--- config.mk ---
export PLATFORM = sky130hd
export DESIGN_NAME = dmem_arbiter
export DESIGN_NICKNAME = d
export VERILOG_FILES = /design/src/rtl/dmem_arb_pkg.sv /design/src/rtl/dmem_arb_starve_cnt.sv /design/src/rtl/dmem_arbiter.sv
export SDC_FILE = /design/constraint.sdc
export NUM_CORES = 1
export LEC_CHECK = 0
export CAP_MARGIN = 20
export CORE_AREA = 5 5 116 118
export CTS_CLUSTER_SIZE = 8
export DETAILED_ROUTE_END_ITERATION = 8
export DIE_AREA = 0 0 121 123
export GPL_ROUTABILITY_DRIVEN = 0
export HOLD_SLACK_MARGIN = 0.1
export PLACE_DENSITY = 0.75
export SLEW_MARGIN = 20
export SYNTH_ARGS = -nofsm -noshare
export SYNTH_HDL_FRONTEND = slang
export SYNTH_HIERARCHICAL = 1
export SYNTH_SLANG_ARGS = --single-unit
export TNS_END_PERCENT = 100
--- constraint.sdc ---
create_clock -name clk -period 6.64 [get_ports clk]
set_clock_uncertainty 0.15 [all_clocks]
set_input_delay 1.66 -clock clk [delete_from_list [all_inputs] [get_ports clk]]
set_output_delay 1.66 -clock clk [all_outputs]
set_load 0.05 [all_outputs]
--- src/rtl/dmem_arb_pkg.sv ---
// Shared types and default widths for the data-memory arbiter.
// Optional counters are enabled by defining ARB_PERF_CNT_EN.
package dmem_arb_pkg;

   localparam int ADDR_W_DEF       = 32;
   localparam int DATA_W_DEF       = 32;
   localparam int BURST_W_DEF      = 8;
   localparam int ACC_MAX_WAIT_DEF = 16;

   typedef enum logic [1:0] {
      IDLE      = 2'd0,
      ACC_BURST = 2'd1,
      HANDBACK  = 2'd2
   } arb_state_t;

   typedef struct packed {
      logic                  we;
      logic [ADDR_W_DEF-1:0] addr;
      logic [DATA_W_DEF-1:0] wdata;
   } mem_req_t;

   // A zero-length burst request still moves one beat.
   function automatic logic [BURST_W_DEF-1:0] burst_len_fix(
      input logic [BURST_W_DEF-1:0] len
   );
      return (len == '0) ? BURST_W_DEF'(1) : len;
   endfunction

endpackage

--- src/rtl/dmem_arb_starve_cnt.sv ---
// Saturating accelerator wait counter with synchronous clear.
// Feeds the starvation override of the arbiter FSM.
module dmem_arb_starve_cnt
   import dmem_arb_pkg::*;
#(
   parameter int MAX   = ACC_MAX_WAIT_DEF,
   parameter int CNT_W = $clog2(MAX + 1)
) (
   input  logic             clk,
   input  logic             reset,
   input  logic             i_inc,
   input  logic             i_clr,
   output logic [CNT_W-1:0] o_cnt,
   output logic             o_sat
);

   logic [CNT_W-1:0] r_cnt;
   logic             w_sat;

   assign w_sat = (r_cnt == CNT_W'(MAX));

   always_ff @(posedge clk or negedge reset) begin
      if (!reset) begin
         r_cnt <= '0;
      end else if (i_clr) begin
         r_cnt <= '0;
      end else if (i_inc && !w_sat) begin
         r_cnt <= r_cnt + CNT_W'(1);
      end
   end

   assign o_cnt = r_cnt;
   assign o_sat = w_sat;

endmodule

--- src/rtl/dmem_arbiter.sv ---
// Data-memory arbiter: CPU by default, accelerator bursts with starvation bound.
// Define ARB_PERF_CNT_EN to add perf_cpu_stall / perf_acc_beats counters.
module dmem_arbiter
   import dmem_arb_pkg::*;
#(
   parameter int ADDR_W       = ADDR_W_DEF,
   parameter int DATA_W       = DATA_W_DEF,
   parameter int BURST_W      = BURST_W_DEF,
   parameter int ACC_MAX_WAIT = ACC_MAX_WAIT_DEF
) (
   input  logic              clk,
   input  logic              reset,
   input  logic              cpu_mem_en,
   input  logic              cpu_we,
   input  logic [ADDR_W-1:0] cpu_addr,
   input  logic [DATA_W-1:0] cpu_wdata,
   output logic [DATA_W-1:0] cpu_rdata,
   output logic              cpu_stall,
   input  logic              acc_req,
   input  logic [BURST_W-1:0] acc_burst_len,
   input  logic              acc_we,
   input  logic [ADDR_W-1:0] acc_addr,
   input  logic [DATA_W-1:0] acc_wdata,
   output logic [DATA_W-1:0] acc_rdata,
   output logic              acc_gnt,
   output logic              acc_last,
   output logic              mem_we,
   output logic [ADDR_W-1:0] mem_addr,
   output logic [DATA_W-1:0] mem_wdata,
   input  logic [DATA_W-1:0] mem_rdata
`ifdef ARB_PERF_CNT_EN
   ,
   output logic [31:0]       perf_cpu_stall,
   output logic [31:0]       perf_acc_beats
`endif
);

   localparam int WAIT_W = $clog2(ACC_MAX_WAIT + 1);

   arb_state_t       r_state;
   arb_state_t       w_next;
   logic [BURST_W-1:0] r_beat_cnt;
   logic [BURST_W-1:0] r_len_q;
   logic [BURST_W-1:0] w_len_lat;
   logic [WAIT_W-1:0]  w_wait_cnt;
   logic               w_wait_sat;
   logic               w_idle_req;
   logic               w_go;
   logic               w_gnt;
   logic               w_last;
   mem_req_t           w_cpu_req;
   mem_req_t           w_acc_req;
   mem_req_t           w_req;

   assign w_len_lat  = (acc_burst_len == '0) ? BURST_W'(1) : acc_burst_len;
   assign w_idle_req = (r_state == IDLE) && acc_req;
   assign w_go       = w_idle_req && (!cpu_mem_en || w_wait_sat);

   dmem_arb_starve_cnt #(
      .MAX   (ACC_MAX_WAIT),
      .CNT_W (WAIT_W)
   ) u_starve (
      .clk   (clk),
      .reset (reset),
      .i_inc (w_idle_req),
      .i_clr (!w_idle_req || w_go),
      .o_cnt (w_wait_cnt),
      .o_sat (w_wait_sat)
   );

   assign w_gnt  = (r_state == ACC_BURST) && acc_req;
   assign w_last = w_gnt && (r_beat_cnt == (r_len_q - BURST_W'(1)));

   always_comb begin
      w_next = r_state;
      unique case (r_state)
         IDLE:      if (w_go) w_next = ACC_BURST;
         ACC_BURST: if (w_last || !acc_req) w_next = HANDBACK;
         HANDBACK:  w_next = IDLE;
         default:   w_next = IDLE;
      endcase
   end

   always_ff @(posedge clk or negedge reset) begin
      if (!reset) begin
         r_state    <= IDLE;
         r_beat_cnt <= '0;
         r_len_q    <= '0;
      end else begin
         r_state <= w_next;
         if (w_go) begin
            r_len_q    <= w_len_lat;
            r_beat_cnt <= '0;
         end else if (w_gnt) begin
            r_beat_cnt <= r_beat_cnt + BURST_W'(1);
         end
      end
   end

   assign w_cpu_req = '{
      we:    cpu_we & cpu_mem_en,
      addr:  ADDR_W_DEF'(cpu_addr),
      wdata: DATA_W_DEF'(cpu_wdata)
   };
   assign w_acc_req = '{
      we:    acc_we & acc_req,
      addr:  ADDR_W_DEF'(acc_addr),
      wdata: DATA_W_DEF'(acc_wdata)
   };

   // Every output is forced low while reset is held, including mid-burst.
   always_comb begin
      w_req     = '0;
      cpu_rdata = '0;
      cpu_stall = 1'b0;
      acc_rdata = '0;
      acc_gnt   = 1'b0;
      acc_last  = 1'b0;
      if (reset) begin
         unique case (r_state)
            ACC_BURST: begin
               w_req     = w_acc_req;
               acc_rdata = mem_rdata;
               acc_gnt   = w_gnt;
               acc_last  = w_last;
               cpu_stall = cpu_mem_en;
            end
            IDLE, HANDBACK: begin
               w_req     = w_cpu_req;
               cpu_rdata = mem_rdata;
            end
            default: begin
               w_req = '0;
            end
         endcase
      end
   end

   assign mem_we    = w_req.we;
   assign mem_addr  = ADDR_W'(w_req.addr);
   assign mem_wdata = DATA_W'(w_req.wdata);

`ifdef ARB_PERF_CNT_EN
   logic [31:0] r_cpu_stall_cycles;
   logic [31:0] r_acc_grant_beats;

   always_ff @(posedge clk or negedge reset) begin
      if (!reset) begin
         r_cpu_stall_cycles <= '0;
         r_acc_grant_beats  <= '0;
      end else begin
         if (cpu_stall) r_cpu_stall_cycles <= r_cpu_stall_cycles + 32'd1;
         if (acc_gnt)   r_acc_grant_beats  <= r_acc_grant_beats + 32'd1;
      end
   end

   assign perf_cpu_stall = r_cpu_stall_cycles;
   assign perf_acc_beats = r_acc_grant_beats;
`endif

endmodule

Yosys cells after proc, flatten, opt, wreduce, memory -nomap -nowiden
Index checks and enable logic that the tools add are counted.

$add $sub $neg: 3. Equality and inequality tests: 6. Muxes and demuxes: 20. Bitwise gates (word level): 2. Reductions and logical operators: 18.

Operators by type and width (number): 65-bit case mux with 2 select lines (1); 32-bit 2-to-1 mux (4); 65-bit 2-to-1 mux (1); 8-bit 2-to-1 mux (3); 5-bit 2-to-1 mux (2); 8-bit by 1-bit adder with 8-bit output (second input constant) (1); 8-bit == test (1); 8-bit zero test (1); 8-bit by 1-bit subtractor with 8-bit output (second input constant) (1); 1-bit 2-to-1 mux (6); 5-bit by 1-bit adder with 5-bit output (second input constant) (1); 5-bit == test (second input constant) (1); 1-bit logical AND (5); 1-bit zero test (4); 2-bit 2-to-1 mux (2); 2-bit case mux with 2 select lines (1); 2-bit nonzero test (2); 1-bit logical OR (3); 1-bit bitwise AND (2); 2-bit by 1-bit == test with 1-bit output (second input constant) (1); 2-bit == test (second input constant) (1); 2-bit zero test (1); 2-bit by 1-bit != test with 1-bit output (second input constant) (1); 2-bit != test (second input constant) (1); 2 further kinds (2).

Register bits: 23. Input bits: 174. Output and inout port bits: 132. Word-level logic and storage cells: 53.

Logic depth before layout (Yosys ltp)
Depth in word-level cells: 6. Gate-level depth with buffers: 8. Gate-level depth less buffers: 7.

By module
The synthesis kept the hierarchy.

By module, submodules not included: dmem_arbiter (instances 1, cells each 276, area each 2159.6 µm², seq. area each 450.4 µm²); dmem_arb_starve_cnt (instances 1, cells each 27, area each 280.3 µm², seq. area each 125.1 µm²).

Least setup slack after synthesis
No wires, ideal clock.

Path kind: input-to-output. Start: input port reset. End: output port mem_addr[10]. Arrival: 3.041 ns. Data required time: 4.830 ns. Slack: 1.789 ns. Cell stages on the path: 5. Buffers on the path: 3. Cell sequence: and3_1 clkbuf_1 clkbuf_1 clkbuf_1 a22o_1.

Cells in the longest elaborated chain, start to end: 1.

Ends and longest elaborated chain: from (decl) (line dmem_arbiter.sv:12) `input logic reset,`; 65-bit 2-to-1 mux (line dmem_arbiter.sv:119) `if (reset) begin`; to (decl) (line dmem_arbiter.sv:28) `output logic [ADDR_W-1:0] mem_addr,`.

Every way passes these cells.

Worst setup path in the final report
Start: input port acc_req. End: output port acc_last.

Cells in the longest elaborated chain, start to end: 4.

Ends and longest elaborated chain: from (decl) (line dmem_arbiter.sv:19) `input logic acc_req,`; 1-bit logical AND (line dmem_arbiter.sv:71) `assign w_gnt = (r_state == ACC_BURST) && acc_req;`; 1-bit logical AND (line dmem_arbiter.sv:72) `assign w_last = w_gnt && (r_beat_cnt == (r_len_q - BURST_W'(1)));`; 1-bit 2-to-1 mux (line dmem_arbiter.sv:120) `unique case (r_state)`; 1-bit 2-to-1 mux (line dmem_arbiter.sv:119); to (decl) (line dmem_arbiter.sv:26) `output logic acc_last,`.

Every way passes these cells.

==> out/results.txt <==
status = complete, no violations
clock group share of total power = 10.5%
CP Launch Type = input port
number of global-route vias before repair = 3654
placed cell area = 0.00617 mm²
setup bufs post-CTS = 0
Synth Area in Compound Gates = 27.7%
slew at the pin with the worst max-slew slack = 0.716 ns
largest net degree at the start of global routing = 62
Die ar. = 0.0149 mm²
period utilization = 82.8%
Max VDD drop = 0.0841 mV
root buffer cell = clkbuf_16
global route overflow = 0
Post-Place Cells = 762
register area share after synthesis = 23.6%
synth warn = 6
Mapped Avg Cell Area = 8.05 µm²
Switching Share = 46.5%
clock sinks = 23
initial DRC count = 175
ys flop type = dfrtp_1
switching pwr = 0.576 mW
routed len/inst = 20.3 µm
pwr dens = 198 mW/mm²
H-tree levels = 1
post-synthesis net count = 481
Die H = 123 µm
CTS tree = built
Tot GR Track Use = 18.9%
via count = 3491
# resized after CTS = 0
IO Port Bufs = 305
Post-layout nets = 773
# hold bufs at CTS = 0
total of max-cap violations = 0
mux share of post-synthesis cell area = 1.28%
global-route wire length before repair = 21400 µm
design area = 0.00625 mm²
critical path's largest stage delay = 0.80 ns
Synth Instances = 303
initial antenna violation count = 2
final worst setup slack = 1.14 ns
Logic pwr share = 73.5%
# setup viols final = 0
total power = 1.24 mW
CP cell instances = clkdlybuf4s50_1 > and3_1 > and2_1 > and2_1 > clkdlybuf4s50_1
post-route insts no fill = 767
Slew Viols, Final = 0
Hold WS = 0.391 ns
number of synthesized flops with an enable pin = 0
drt first pass iters = 4
FMAX = 182 MHz
Top delay family on crit path = buffers and inverters
critical path fanouts, max = 8
post-layout util = 50.6%
Area contributors post-synth = dfrtp_1 24%, a22o_1 23%, and2_1 17%
Yosys top cell by area = dfrtp_1
TritonCTS Buffers = 3
Slew Limit Headroom = 52.2%
Slowest-stage cell, CP = clkdlybuf4s50_1
HPWL Detailed = 13600 µm
dpl ws = 1.14 ns
clk_lat worst skew = 0.25 ns
sequential cell fraction of total power = 16.0%
Routed Wire Length = 15500 µm
# IOs = 306
Seq cells post-synth = 23
Synth Area in Simple Gates = 33.6%
share of cells above drive strength 1 = 25.6%
Hold Crit Class = flip-flop to flip-flop
area share of fa/ha/maj cells after synthesis = 2.05%
worst endpoint required time = 4.83 ns
top cell type's share of synthesized area = 23.6%
largest family of logic cells by synthesized area = simple AND/OR/NAND/NOR gates
Cell variety after synth = 40
crit path time final = 5.50 ns
Fin. Hold Viols = 0
Synth async-reset ratio = 100%
LEAKAGE = 2.71 nW
core box area = 0.0124 mm²
Initial Util = 19.7%
Final TNS setup = 0 ns
setup repair after global routing missed its margin = false
Residual DRC = 0
chip width = 121 µm
Crit Path Category = input port to primary output
Vias per Instance = 4.55
Internal = 0.662 mW
clk buf depth = 2
crit end category = primary output
Synth Area in XOR/XNOR = 6.10%
Reg clk slew, reported paths = 0.06 ns
Worst EP arrival = 3.69 ns
WP buf/inv = 2
synthesized area = 0.00244 mm²
Antenna Nets Post-Route = 0
cell row count = 41
Layout area overhead = 156%
-- power groups by stage --
stage	clock network [mW]	logic [mW]	registers, mW
global placement	0	0.903	0.197
global route	0.140	0.949	0.201
CTS	0.135	0.919	0.197
detailed placement	0	0.913	0.199
finish	0.130	0.910	0.197
floorplan	0	0.481	0.188
-- flip-flops by register name, indices dropped and copies added, names as in the netlist --
signal	cells
r_beat_cnt	8
r_len_q	8
u_starve/o_cnt	5
r_state	2
-- layer usage --
layer  part of all wire (%)  wire length [µm]  track usage [%]  vias up
li1                       -                 -                -     1666
met1                     34              5230             20.4     1589
met2                     52              8080             35.0      216
met3                     12              1850             6.77       18
met4                    2.3               359             4.96        2
met5                  0.077                12                0        -
-- cell usage in the layout (no fill, tap or decap), drive strengths merged, types with 3 or more instances in the layout --
cell type / n
inv: 8
nor2b: 3
nor2: 12
and3: 4
nand2b: 3
clkbuf: 4
nand4: 6
or3: 3
ha: 4
nand2: 27
xor2: 10
and2: 69
xnor2: 7
dfrtp: 23
clkdlybuf4s50: 176
a21oi: 3
nor3: 4
buf: 137
a22o: 64
nor4: 3
o21ai: 8
-- synth_stat cells, types with 4 or more instances --
library cell / number
clkbuf_1: 23
xnor2_1: 7
inv_1: 8
dfrtp_1: 23
nand4_1: 6
ha_1: 4
and3_1: 4
and2_1: 68
nand2_1: 27
o21ai_0: 7
nor2_1: 12
a22o_1: 64
xor2_1: 10
nor3_1: 4
-- final timing paths --
kind,cells past startpoint,end,slack (ns),startpoint
hold reg to reg,2,r_len_q[7],0.39,r_len_q[7]
hold / removal,2,r_len_q[7],0.39,r_len_q[7]
min in group asynchronous,2,r_len_q[0],1.67,reset
max in group asynchronous,2,u_starve/o_cnt[3],4.45,reset
setup / recovery,5,acc_last,1.14,acc_req
setup reg to reg,5,r_state[1],4.29,r_len_q[0]
-- worst min-delay path, stage by stage (launching register included) --
cell	delay, ns
dfrtp_1	0.39
nand2_1	0.06
nand2_1	0.06
-- cells by family after synthesis --
family,count (synthesis)
buf+inv,34
xor+xnor,17
compound gates,80
simple gates,142
fa+ha+maj,4
mux,3
flops,23
-- layout make-up --
type,instances,area [µm²]
clock buffer,4,78.8
antenna,1,2.50
sequential,23,576
multi-input combinational,246,1730
inverter,8,30.0
fill,1098,6110
timing repair buffer,313,3620
tap,172,215
No activity file was read; power rests on OpenSTA's default activity.
